`src/rtl/prog_sequencer.sv`:
```
// prog_sequencer
// ----------------------------------------------------------------------------
// Program-execution controller. It owns the program counter and runs a program
// from Start to Done. In each RUN cycle it holds, steps or branches the PC
// based on the datapath's stall, halt and branch/flag inputs. It also counts
// retired instructions and stops the run after a cycle budget (watchdog).
//
// Ports
//   Clk, Reset    : clock, synchronous active-high reset
//   Start         : run request, sampled in IDLE and DONE, ignored in RUN
//   Stall         : datapath not ready, so the instruction at PC does not retire
//   HaltInstr     : instruction at PC is a halt
//   BranchRel     : instruction at PC is a relative (backward) branch
//   Zero          : ALU zero flag; the branch is taken only when Zero=0
//   Target        : backward branch distance
//   PC            : current instruction address (registered)
//   Running       : high while in RUN
//   Retire        : combinational, instruction at PC completes this cycle
//   Done, Timeout : level outputs, valid while in DONE
//   InstrCount    : instructions retired in the current or last run (saturating)
//   o_dbg_state   : current FSM state, for observation only
//
// Handshake: Start is a level request with no ready. Any cycle in IDLE or DONE
// with Start=1 launches a run on that edge. Done stays high until the next
// launching Start or Reset.
// ----------------------------------------------------------------------------
module prog_sequencer #(
  parameter int W          = 8,
  parameter int CW         = 16,
  parameter int MAX_CYCLES = 1000,
  parameter int START_ADDR = 0
) (
  input  logic          Clk,
  input  logic          Reset,
  input  logic          Start,
  input  logic          Stall,
  input  logic          HaltInstr,
  input  logic          BranchRel,
  input  logic          Zero,
  input  logic [W-1:0]  Target,
  output logic [W-1:0]  PC,
  output logic          Running,
  output logic          Retire,
  output logic          Done,
  output logic          Timeout,
  output logic [CW-1:0] InstrCount,
  output logic [1:0]    o_dbg_state
);

  typedef enum logic [1:0] {
    ST_IDLE = 2'd0,
    ST_RUN  = 2'd1,
    ST_DONE = 2'd2
  } state_t;

  localparam logic [W-1:0]  START_PC = W'(START_ADDR);
  localparam logic [CW-1:0] LAST_CYC = CW'(MAX_CYCLES - 1);
  localparam logic [CW-1:0] CNT_MAX  = {CW{1'b1}};

  state_t        r_state;
  logic [W-1:0]  r_pc;
  logic [CW-1:0] r_instr_cnt;
  logic [CW-1:0] r_cyc_cnt;
  logic          r_done;
  logic          r_timeout;

  logic          w_budget_hit;
  logic          w_retire;
  logic [CW-1:0] w_instr_inc;
  logic [CW-1:0] w_cyc_inc;
  logic [W-1:0]  w_pc_next;

  // The compare is ">=" rather than "==". A stall on the last budget cycle
  // therefore defers the forced stop to the next unstalled cycle instead of
  // letting the counter run past the budget forever.
  assign w_budget_hit = (r_cyc_cnt >= LAST_CYC);
  assign w_retire     = (r_state == ST_RUN) && !Reset && !Stall &&
                        (HaltInstr || !w_budget_hit);
  assign w_instr_inc  = (r_instr_cnt == CNT_MAX) ? r_instr_cnt : r_instr_cnt + CW'(1);
  assign w_cyc_inc    = (r_cyc_cnt == CNT_MAX) ? r_cyc_cnt : r_cyc_cnt + CW'(1);
  // Unsigned W-bit arithmetic, so both directions wrap modulo 2^W.
  assign w_pc_next    = (BranchRel && !Zero) ? (r_pc - Target) : (r_pc + W'(1));

  always_ff @(posedge Clk) begin
    if (Reset) begin
      r_state     <= ST_IDLE;
      r_pc        <= START_PC;
      r_instr_cnt <= '0;
      r_cyc_cnt   <= '0;
      r_done      <= 1'b0;
      r_timeout   <= 1'b0;
    end else begin
      case (r_state)
        ST_IDLE, ST_DONE: begin
          if (Start) begin
            r_state     <= ST_RUN;
            r_pc        <= START_PC;
            r_instr_cnt <= '0;
            r_cyc_cnt   <= '0;
            r_done      <= 1'b0;
            r_timeout   <= 1'b0;
          end
        end
        ST_RUN: begin
          r_cyc_cnt <= w_cyc_inc;
          if (!Stall) begin
            if (HaltInstr) begin
              // The halt retires and PC keeps pointing at it.
              r_instr_cnt <= w_instr_inc;
              r_state     <= ST_DONE;
              r_done      <= 1'b1;
            end else if (w_budget_hit) begin
              r_state   <= ST_DONE;
              r_done    <= 1'b1;
              r_timeout <= 1'b1;
            end else begin
              r_instr_cnt <= w_instr_inc;
              r_pc        <= w_pc_next;
            end
          end
        end
        default: begin
          r_state <= ST_IDLE;
        end
      endcase
    end
  end

  assign PC          = r_pc;
  assign Running     = (r_state == ST_RUN);
  assign Retire      = w_retire;
  assign Done        = r_done;
  assign Timeout     = r_timeout;
  assign InstrCount  = r_instr_cnt;
  assign o_dbg_state = r_state;

endmodule

```
`config.mk`:
```
export PLATFORM = sky130hd
export DESIGN_NAME = prog_sequencer
export DESIGN_NICKNAME = d
export VERILOG_FILES = /design/src/rtl/prog_sequencer.sv
export SDC_FILE = /design/constraint.sdc
export NUM_CORES = 1
export LEC_CHECK = 0
export ABC_AREA = 1
export CAP_MARGIN = 10
export CORE_ASPECT_RATIO = 0.8
export CORE_UTILIZATION = 50
export DETAILED_ROUTE_END_ITERATION = 16
export GPL_ROUTABILITY_DRIVEN = 0
export PLACE_DENSITY = 0.75
export SYNTH_ARGS = -nofsm -noshare
export SYNTH_HDL_FRONTEND = slang
export SYNTH_SLANG_ARGS = --single-unit
```
`constraint.sdc`:
```
create_clock -name Clk -period 6.2 [get_ports Clk]
set_input_delay 1.24 -clock Clk [delete_from_list [all_inputs] [get_ports Clk]]
set_output_delay 1.24 -clock Clk [all_outputs]
set_load 0.1 [all_outputs]
```
After elaboration in Yosys (flattened, before gate mapping)
Index checks and enable logic that the tools add are counted.
{"block": "totals", "mem_bits_rw": 0, "mem_bits_ro": 0, "latchBits": 0, "n_memories": 0, "wordCells": 68, "input_bits": 15, "regBits": 44, "out_inout_bits": 30}
{"block": "classes", "eq_ne": 12, "addsub": 4, "n_lt_le_gt_ge": 1, "bitwise": 0, "n_mul": 0, "shift": 0, "mux": 27, "n_reduce_logical": 18, "n_div": 0}
{"op": "16-bit two-way mux", "n": 6}
{"op": "16-bit one-hot mux with 2 select lines", "n": 2}
{"op": "8-bit two-way mux", "n": 5}
{"op": "16-bit by 1-bit adder with 16-bit output (second input constant)", "n": 2}
{"op": "16-bit equality test (second input constant)", "n": 2}
{"op": "16-bit by 10-bit >= comparator with 1-bit output (second input constant)", "n": 1}
{"op": "8-bit one-hot mux with 2 select lines", "n": 1}
{"op": "2-bit inequality test (second input constant)", "n": 5}
{"op": "5-bit AND reduction", "n": 2}
{"op": "8-bit by 1-bit adder with 8-bit output (second input constant)", "n": 1}
{"op": "2-bit two-way mux", "n": 4}
{"op": "4-bit AND reduction", "n": 2}
{"op": "8-bit subtractor", "n": 1}
{"op": "1-bit two-way mux", "n": 6}
{"op": "3-bit AND reduction", "n": 2}
{"op": "1-bit logical AND", "n": 4}
{"op": "1-bit logical NOT", "n": 4}
{"op": "1-bit one-hot mux with 2 select lines", "n": 2}
{"op": "2-bit one-hot mux with 2 select lines", "n": 1}
{"op": "3-bit by 2-bit inequality test with 1-bit output (second input constant)", "n": 1}
{"op": "3-bit inequality test (second input constant)", "n": 1}
{"op": "2-bit by 1-bit equality test with 1-bit output (second input constant)", "n": 1}
{"op": "2-bit equality test (second input constant)", "n": 1}
{"op": "2-bit logical NOT", "n": 1}
{"op": "other kinds (4)", "n": 4}

Logic depth before layout (Yosys ltp)
Gate-level depths: netlist (run 1).
{"block": "depth", "ltp_word": 7, "depth_mapped": 13, "depth_no_buf": 13}

Least setup slack after synthesis (run 1)
OpenSTA, ideal clock, no wires.
{"block": "synth_timing", "kind": "register to output", "start": "register r_state[0], in the netlist o_dbg_state[0]", "end": "output port Retire", "stages_incl_launch_ff": 5, "t_arrival_ns": 4.417, "path_buffers": 2, "t_required_ns": 4.960, "slack_ns": 0.543, "cell_sequence": "dfxtp_1 nand2_2 buf_6 clkbuf_1 nor4_1"}
{"block": "synth_via", "elab_chain_cells": 4}
{"item": "start: declaration", "line": "60", "text": "state_t r_state;"}
{"item": "start signal: assignment", "line": "86", "text": "r_state <= ST_IDLE;"}
{"item": "start signal: assignment", "line": "96", "text": "r_state <= ST_RUN;"}
{"item": "start signal: assignment", "line": "110", "text": "r_state <= ST_DONE;"}
{"item": "2-bit by 1-bit equality test with 1-bit output", "line": "77", "text": "assign w_retire = (r_state == ST_RUN) && !Reset && !Stall &&"}
{"item": "1-bit logical AND (3 in series)", "line": "77"}
{"item": "end: declaration", "line": "43", "text": "output logic Retire,"}
Every way passes these cells.

Final worst setup path (run 1)
{"block": "layout_timing", "start": "input port Reset", "end": "output port Retire"}
{"block": "layout_via", "elab_chain_cells": 4}
{"item": "start: declaration", "line": "34", "text": "input logic Reset,"}
{"item": "1-bit logical NOT", "line": "77"}
{"item": "1-bit logical AND (3 in series)", "line": "77"}
Every way passes these cells.

==> results.ini, run 1 <==
[run_status]
status=finished clean

[yosys]
synth_enable_flop_cells=0
syn_avg_cell_area_sq_um=6.30
yosysWarningCount=0
synth_seq_cells=44
seq_area_frac_synth_pct=29.2
syn-instance-count=478
synth_nets=503
async_reset_ff_share_pct=0
ys.flop_type=dfxtp_1
syn_area_sq_um=3010
synth.distinct_cells=30

[cells_and_area]
seqCellArea_sq_um=881
multi_input_area_sq_um=1880
layout-drive-gt1-share_pct=9.60
final_cell_mix=nand2_1 (137), nor2_1 (79), dfxtp_1 (44), inv_1 (44), clkdlybuf4s50_1 (43)
area_growth_pct=20.1
layout_commonest_cell=nand2_1
finalNetCount=545
diodes=0
fillers=564

[detailed_routing]
avgRoutedWirePerCell_um=12.9
drtIter0Drc=168
dr.pass1.iters=6
vias=3131
vias_per_cell=5.23
detail-route-antenna-nets=0
wl_mm=7.70
route.detailed.drc=0

[pwr]
vdd_drop_max_mv=0.151
power.leakage_nw=1.33
p_per_area_nw_per_um2=187
p_total_w=0.000677

[grt]
track_usage_pct=26.0
antenna_found_initial=0
grt_pass1_vias=2861
grt_max_degree=36
gr-total-overflow=0
grt_pass1_wl_mm=13.0

[timing]
finalHoldViolCount=0
setup_viol=0
fin_crit_sh_pct=61.7
clock_skew_ps=7.72
timing.final.max_slew_violations=0
fin_crit_ps=3830
max_freq_mhz=261
slew_headroom_pct=34.5
worst_pin_slew_ps=980
grt_setup_unrepaired=false
fin_setup_tns_ps=0

[clocking]
clk_path_buf_depth=2
numCtsBuffers=5
insertion_delay_ps=300
post_cts_buffers=0
cts_htree_levels=2
cts-root-buf=clkbuf_8
clk_pin_slew_worst_paths_ps=80
clkSinkCount=44
cts_tree=built
cts_resized=0
postCtsHoldBufs=0

[worst_setup_path]
worstPathArrival_ps=2590
start_kind=input pin
r2r_slack_ps=4210
reg2reg_depth=8
r2r_start=o_dbg_state[0]$_SDFFE_PP0P_
worstSetupPathType=in -> out
r2r_end=InstrCount[7]$_SDFFE_PP0P_
crit_start=Reset
path_max_fanout=35
required_ps=4960
critPathCaptureType=primary output
crit_path_end=Retire

[floorplan]
rows=24
die_x_um=88.8
core_area_sq_um=5620
die_area_sq_um=6340
initial_utilization_pct=53.6
die_h_um=71.4
ios=45

[placed_design]
io_buffer_count=44
dp_hpwl_mm=5.59

[run]
cap_violations=0

[hold_path]
holdCritPathClass=reg -> reg

-- kinds of logic (layout without fill, tap and decap cells) --
kind of cell / count (synthesis) / count (layout) / share of synthesized area, %
buf+inv: 58 / 101 / 8.27
simple gates: 301 / 301 / 44.5
fa+ha+maj: 10 / 10 / 4.40
compound gates: 59 / 59 / 11.8
xor+xnor: 6 / 6 / 1.74
flops: 44 / 44 / 29.2
-- metrics by stage --
stage | hold slack (ps) | worst slack (ps) | area [sq um] | utilization, % | std cells
floorplan | 474 | 543 | 3010 | - | 478
global placement | 451 | 2400 | 3490 | 62.1 | 591
detailed placement | 457 | 2400 | 3490 | 62.1 | 591
CTS | 482 | 2380 | 3620 | 64.4 | 599
global route | 520 | 2290 | 3620 | 64.4 | 599
finish | 477 | 2370 | 3620 | 64.4 | 599
-- how the worst min path moves through the flow --
stage                                    startpoint                         to  cells after the start  slack [ps]
final                          Timeout$_SDFFE_PP0P_       Timeout$_SDFFE_PP0P_                      2         480
after global routing           Timeout$_SDFFE_PP0P_       Timeout$_SDFFE_PP0P_                      2         520
after CTS                      Timeout$_SDFFE_PP0P_       Timeout$_SDFFE_PP0P_                      2         480
after detailed placement       Timeout$_SDFFE_PP0P_       Timeout$_SDFFE_PP0P_                      2         460
after global placement            Done$_SDFFE_PP0P_          Done$_SDFFE_PP0P_                      2         450
after floorplan           r_cyc_cnt[1]$_SDFFE_PP0P_  r_cyc_cnt[1]$_SDFFE_PP0P_                      2         470
-- Yosys cell counts (2+ instances only) --
cell / instances / area [sq um]
nand4_1: 16 / 100
xor2_1: 4 / 35.0
ha_1: 9 / 113
nor2_4: 5 / 56.3
or2_2: 3 / 18.8
nor2_2: 5 / 31.3
xnor2_1: 2 / 17.5
clkbuf_1: 6 / 22.5
nand2_2: 9 / 56.3
nor2_1: 79 / 297
a21oi_2: 9 / 78.8
nand3_2: 3 / 30.0
dfxtp_1: 44 / 881
a21oi_1: 33 / 165
nor3_1: 6 / 30.0
o21ai_0: 10 / 50.1
inv_2: 3 / 11.3
nand2_1: 137 / 514
buf_6: 4 / 45.0
o21bai_1: 5 / 37.5
nor3b_1: 2 / 15.0
inv_1: 44 / 165
nand3_1: 32 / 160
nand3b_1: 2 / 15.0
-- worst max-delay path, cell delays in order --
cell and delay [ps]:
clkdlybuf4s50_1 390, buf_4 270, nor4_1 320, buf_4 350
-- cell type report --
cell class	count	share of cell area [%]
tap	78	2.70
clock inverter	1	0.830
sequential	44	24.4
inverter	47	4.88
timing repair buffer	46	12.5
clock buffer	7	2.66
multi-input combinational	376	52.0
-- routing by layer --
metal,global-route usage [%],share of wire [%],up-vias
met1,36.6,48,1386
met2,41.5,44,113
met5,0,0,-
li1,-,-,1624
met4,6.81,0.66,0
met3,4.15,7.5,8
-- state kept, by name, indices dropped and copies added, names as in the netlist --
register	cells
Done	1
o_dbg_state	2
r_cyc_cnt	16
Timeout	1
InstrCount	16
PC	8
-- report_power, final --
part	switching (W)	total (W)	internal (W)
logic	0.000103	0.000139	0.0000361
registers	0.00000622	0.000294	0.000288
clock network	0.000101	0.000243	0.000142
No activity file was read; power rests on OpenSTA's default activity.
==> inputs of run 2 (changes only) <==
--- a/config.mk
+++ b/config.mk
@@ -8,10 +8,10 @@
 export ABC_AREA = 1
 export CAP_MARGIN = 10
 export CORE_ASPECT_RATIO = 0.8
-export CORE_UTILIZATION = 50
+export CORE_UTILIZATION = 49
 export DETAILED_ROUTE_END_ITERATION = 16
 export GPL_ROUTABILITY_DRIVEN = 0
-export PLACE_DENSITY = 0.75
+export PLACE_DENSITY = 0.76
 export SYNTH_ARGS = -nofsm -noshare
 export SYNTH_HDL_FRONTEND = slang
 export SYNTH_SLANG_ARGS = --single-unit
==> constraint.sdc (replaced) <==
create_clock -name Clk -period 3.1 [get_ports Clk]
set_input_delay 0.62 -clock Clk [delete_from_list [all_inputs] [get_ports Clk]]
set_output_delay 0.62 -clock Clk [all_outputs]
set_load 0.1 [all_outputs]
==> run 2 against run 1 <==
  * Clock power grew 60%
  * Final cell count is 1.0% higher
  * Sequential power is 100% higher
  * Sequential share of layout area up 0.35 points
  * Highest routed layer unchanged
==> results.ini, run 2 (synthesis gave the netlist of run 1 again) <==
[run_status]
status=finished clean

[grt]
gr-total-overflow=0
grt_pass1_wl_mm=12.4
track_usage_pct=24.5
grt_pass1_vias=2751
antenna_found_initial=0
grt_max_degree=22

[pwr]
p_per_area_nw_per_um2=352
p_total_w=0.00126
power.leakage_nw=1.39
vdd_drop_max_mv=0.321

[timing]
fin_setup_tns_ps=0
fin_crit_sh_pct=79.1
grt_setup_unrepaired=false
worst_pin_slew_ps=646
fin_crit_ps=2450
max_freq_mhz=408
timing.final.max_slew_violations=0
finalHoldViolCount=0
clock_skew_ps=10.3
slew_headroom_pct=56.8
setup_viol=0

[detailed_routing]
dr.pass1.iters=5
route.detailed.drc=0
drtIter0Drc=162
vias_per_cell=5.27
detail-route-antenna-nets=0
avgRoutedWirePerCell_um=12.4
wl_mm=7.51
vias=3188

[clocking]
post_cts_buffers=0
postCtsHoldBufs=0
clkSinkCount=44
clk_pin_slew_worst_paths_ps=90
cts_htree_levels=2
cts_tree=built
cts_resized=0
clk_path_buf_depth=2
cts-root-buf=clkbuf_8
insertion_delay_ps=300
numCtsBuffers=5

[worst_setup_path]
required_ps=2480
start_kind=flip-flop
worstPathArrival_ps=1830
cp_common_cell=nand2_1
slowest_stage=dfxtp_1
r2r_slack_ps=1140
max_stage_delay_ps=360
critPathCaptureType=primary output
path_buf_inv=2
worstSetupPathType=reg -> out
path_delay_family=simple AND/OR/NAND/NOR gates
path_max_fanout=5
crit_chain=ha_1 > nand2_1 > nand2_1 > nand3_2 > nand2_2 > inv_1 > nor2_1 > nor4_4 > buf_12

[cells_and_area]
diodes=0
multi_input_area_sq_um=1900
fin_area_sq_um=3570
final_cell_mix=nand2_1 (137), nor2_1 (79), inv_1 (44), dfxtp_1 (43), buf_4 (34)
final_util_pct=60.4
layout_commonest_cell=nand2_1
seqCellArea_sq_um=882
layout-drive-gt1-share_pct=16.0
fillers=564
finalNetCount=548
area_growth_pct=18.5
fin_cells=605

[run]
cap_violations=0

[hold_path]
holdCritPathClass=reg -> reg

[floorplan]
die_x_um=89.7
ios=45
initial_utilization_pct=50.9
die_h_um=72.1
die_area_sq_um=6470
core_area_sq_um=5910
rows=25

[placed_design]
dp_hpwl_mm=5.60
placed_cells=597
place_area_sq_um=3470
io_buffer_count=44

[run 2: cell type report]
class                      instances  area share (%)
clock inverter                     2           0.421
timing repair buffer              49            11.6
inverter                          47            4.94
multi-input combinational        376            53.1
clock buffer                       6            2.31
sequential                        44            24.7
tap                               81            2.84
[run 2: worst min-delay path: stages, from the launching register on]
cell and delay (ps):
dfxtp_1 320, nand2_1 60, a21oi_1 50
[run 2: power breakdown]
| group | internal, W | leakage, nW | switching, W |
|---|---|---|---|
| logic | 0.0000736 | 0.987 | 0.000207 |
| registers | 0.000575 | 0.356 | 0.0000120 |
| clock network | 0.000181 | 0.0434 | 0.000208 |
[run 2: worst paths after layout]
| kind | cells past startpoint | from | end |
|---|---|---|---|
| setup / recovery | 9 | r_cyc_cnt[0]$_SDFFE_PP0P_ | Retire |
| hold / removal | 2 | Done$_SDFFE_PP0P_ | Done$_SDFFE_PP0P_ |
| setup reg to reg | 9 | o_dbg_state[1]$_SDFFE_PP0P_ | InstrCount[9]$_SDFFE_PP0P_ |
| hold reg to reg | 2 | Done$_SDFFE_PP0P_ | Done$_SDFFE_PP0P_ |
[run 2: metrics by stage]
step	hold WS [ps]	setup WS (ps)
CTS	477	624
detailed placement	462	396
global placement	463	444
global route	494	466
finish	477	646
floorplan	474	95.1
[run 2: per-layer routing]
metal / GRT usage, % / up-vias / wire length (um)
met5: 0 / - / 0
met4: 8.47 / 0 / 109
met3: 3.19 / 10 / 430
met2: 38.0 / 109 / 3250
met1: 35.0 / 1445 / 3720
li1: - / 1624 / -
==> inputs of run 3 (changes only) <==
--- a/config.mk
+++ b/config.mk
@@ -8,10 +8,10 @@
 export ABC_AREA = 1
 export CAP_MARGIN = 10
 export CORE_ASPECT_RATIO = 0.8
-export CORE_UTILIZATION = 49
+export CORE_UTILIZATION = 50
 export DETAILED_ROUTE_END_ITERATION = 16
 export GPL_ROUTABILITY_DRIVEN = 0
-export PLACE_DENSITY = 0.76
+export PLACE_DENSITY = 0.75
 export SYNTH_ARGS = -nofsm -noshare
 export SYNTH_HDL_FRONTEND = slang
 export SYNTH_SLANG_ARGS = --single-unit
==> constraint.sdc (replaced) <==
create_clock -name Clk -period 2.3 [get_ports Clk]
set_input_delay 0.46 -clock Clk [delete_from_list [all_inputs] [get_ports Clk]]
set_output_delay 0.46 -clock Clk [all_outputs]
set_load 0.1 [all_outputs]
==> run 3 against run 2 <==
  * First-iteration DRC count grew 33%
  * Clock skew fell by 2.5 ps
  * Combinational power rose by 43%
  * Sequential power up 35%
  * Register-to-register slack worse by 670 ps
  * Count of clock-buffer cells in the layout unchanged
==> results.ini, run 3 (synthesis gave the netlist of run 1 again) <==
[run_status]
status=finished clean

[timing]
fin_setup_tns_ps=0
worst_pin_slew_ps=628
clock_skew_ps=7.75
setup_viol=0
slew_headroom_pct=58.0
fin_crit_sh_pct=96.1
timing.final.max_slew_violations=0
max_freq_mhz=452
finalHoldViolCount=0
fin_crit_ps=2210
grt_setup_unrepaired=false

[grt]
track_usage_pct=27.5
grt_pass1_wl_mm=13.5
antenna_found_initial=0
grt_pass1_vias=2920
grt_max_degree=22
gr-total-overflow=0

[clocking]
cts-root-buf=clkbuf_8
cts_htree_levels=2
cts_tree=built
post_cts_buffers=0
insertion_delay_ps=310
clk_pin_slew_worst_paths_ps=90
numCtsBuffers=5
clk_path_buf_depth=2
clkSinkCount=44

[pwr]
vdd_drop_max_mv=0.375
power.leakage_nw=1.45
p_clk_share_pct=37.6
p_sw_w=0.000589
pwr-share-seq_pct=41.4
p_sw_share_pct=30.8
p_total_w=0.00191
internal_power_w=0.00133
p_per_area_nw_per_um2=518
power_frac_comb_pct=20.9

[floorplan]
die_x_um=88.8
die_area_sq_um=6340
die_h_um=71.4
rows=24
core_area_sq_um=5620
ios=45
initial_utilization_pct=53.6

[worst_setup_path]
required_ps=2510
critPathCaptureType=flip-flop
path_max_fanout=2
start_kind=input pin
worstSetupPathType=in -> reg
worstPathArrival_ps=2420

[cells_and_area]
final_cell_mix=nand2_1 (136), nor2_1 (78), inv_1 (42), buf_4 (40), dfxtp_1 (38)
multi_input_area_sq_um=1910
layout_commonest_cell=nand2_1
finalNetCount=555
diodes=0
seqCellArea_sq_um=893
fillers=522
layout-drive-gt1-share_pct=19.2
area_growth_pct=22.7

[detailed_routing]
vias_per_cell=5.26
wl_mm=8.08
dr.pass1.iters=5
vias=3206
detail-route-antenna-nets=0
avgRoutedWirePerCell_um=13.3
drtIter0Drc=215
route.detailed.drc=0

[run]
cap_violations=0

[placed_design]
dp_hpwl_mm=5.90
io_buffer_count=44

[hold_path]
holdCritPathClass=reg -> reg

[run 3: changes by cell type in the layout (fill, tap and decap cells not counted), moves of 2 or more]
| cell | previous run | this run |
|---|---|---|
| dfxtp_4 | 0 | 2 |
| dfxtp_1 | 43 | 38 |
| inv_1 | 44 | 42 |
| buf_4 | 34 | 40 |
| dfxtp_2 | 1 | 4 |
| inv_2 | 3 | 5 |
| clkinvlp_4 | 2 | 0 |
| bufinv_16 | 0 | 2 |
| ha_1 | 9 | 7 |
| ha_2 | 0 | 2 |
[run 3: final timing paths]
kind,slack [ps],from,to,depth (start not counted)
min reg2reg,480,Done$_SDFFE_PP0P_,Done$_SDFFE_PP0P_,2
min,480,Done$_SDFFE_PP0P_,Done$_SDFFE_PP0P_,2
max,90,BranchRel,PC[4]$_SDFFE_PP0P_,13
max reg2reg,470,InstrCount[0]$_SDFFE_PP0P_,InstrCount[5]$_SDFFE_PP0P_,10
[run 3: repair_timing]
item                       4_1_cts  5_1_grt
pin swaps                        1        1
hold buffers                     0        0
cloned                           0        0
setup endpoints to repair        1        3
resized for setup                5        4
[run 3: power groups by stage]
stage               logic [W]  registers (W)  clock network (W)
floorplan            0.000208       0.000891                  0
detailed placement   0.000395       0.000810                  0
CTS                  0.000399       0.000793           0.000734
global placement     0.000392       0.000810                  0
finish               0.000401       0.000793           0.000720
global route         0.000429       0.000797           0.000767
[run 3: layout make-up]
type	count	area share (%)
clock inverters	2	1.63
clock buffers	6	1.96
repair buffers	56	13.0
well taps	78	2.64
inverters	47	4.77
flip-flops and latches	44	24.2
multi-input cells	376	51.8
[run 3: stage by stage]
stage / utilization [%] / area [sq um] / setup slack, ps / cells / hold WS (ps)
2_1_floorplan: - / 3050 / -188 / 478 / 474
3_3_place_gp: 63.2 / 3550 / -162 / 601 / 464
3_5_place_dp: 63.2 / 3550 / -216 / 601 / 469
4_1_cts: 65.7 / 3690 / 10.8 / 609 / 484
5_1_grt: 65.8 / 3690 / 16.6 / 609 / 520
6_report: 65.8 / 3690 / 89.1 / 609 / 485
[run 3: per-layer routing]
metal | vias up | wire, um | track usage [%]
li1 | 1645 | - | -
met1 | 1423 | 3930 | 38.8
met5 | - | 0 | 0
met2 | 126 | 3430 | 42.6
met4 | 0 | 116 | 8.96
met3 | 12 | 597 | 4.72
[run 3: critical path, stage by stage]
cell             delay [ps]
clkdlybuf4s50_1         450
nand2_1                  70
or2_2                   280
ha_2                    190
fa_2                    350
inv_2                    70
nand3_1                  60
nand2_1                 100
a21oi_1                  80
o21ai_0                 110
nand2_1                  80
nand2_1                  60
nor2_1                   40
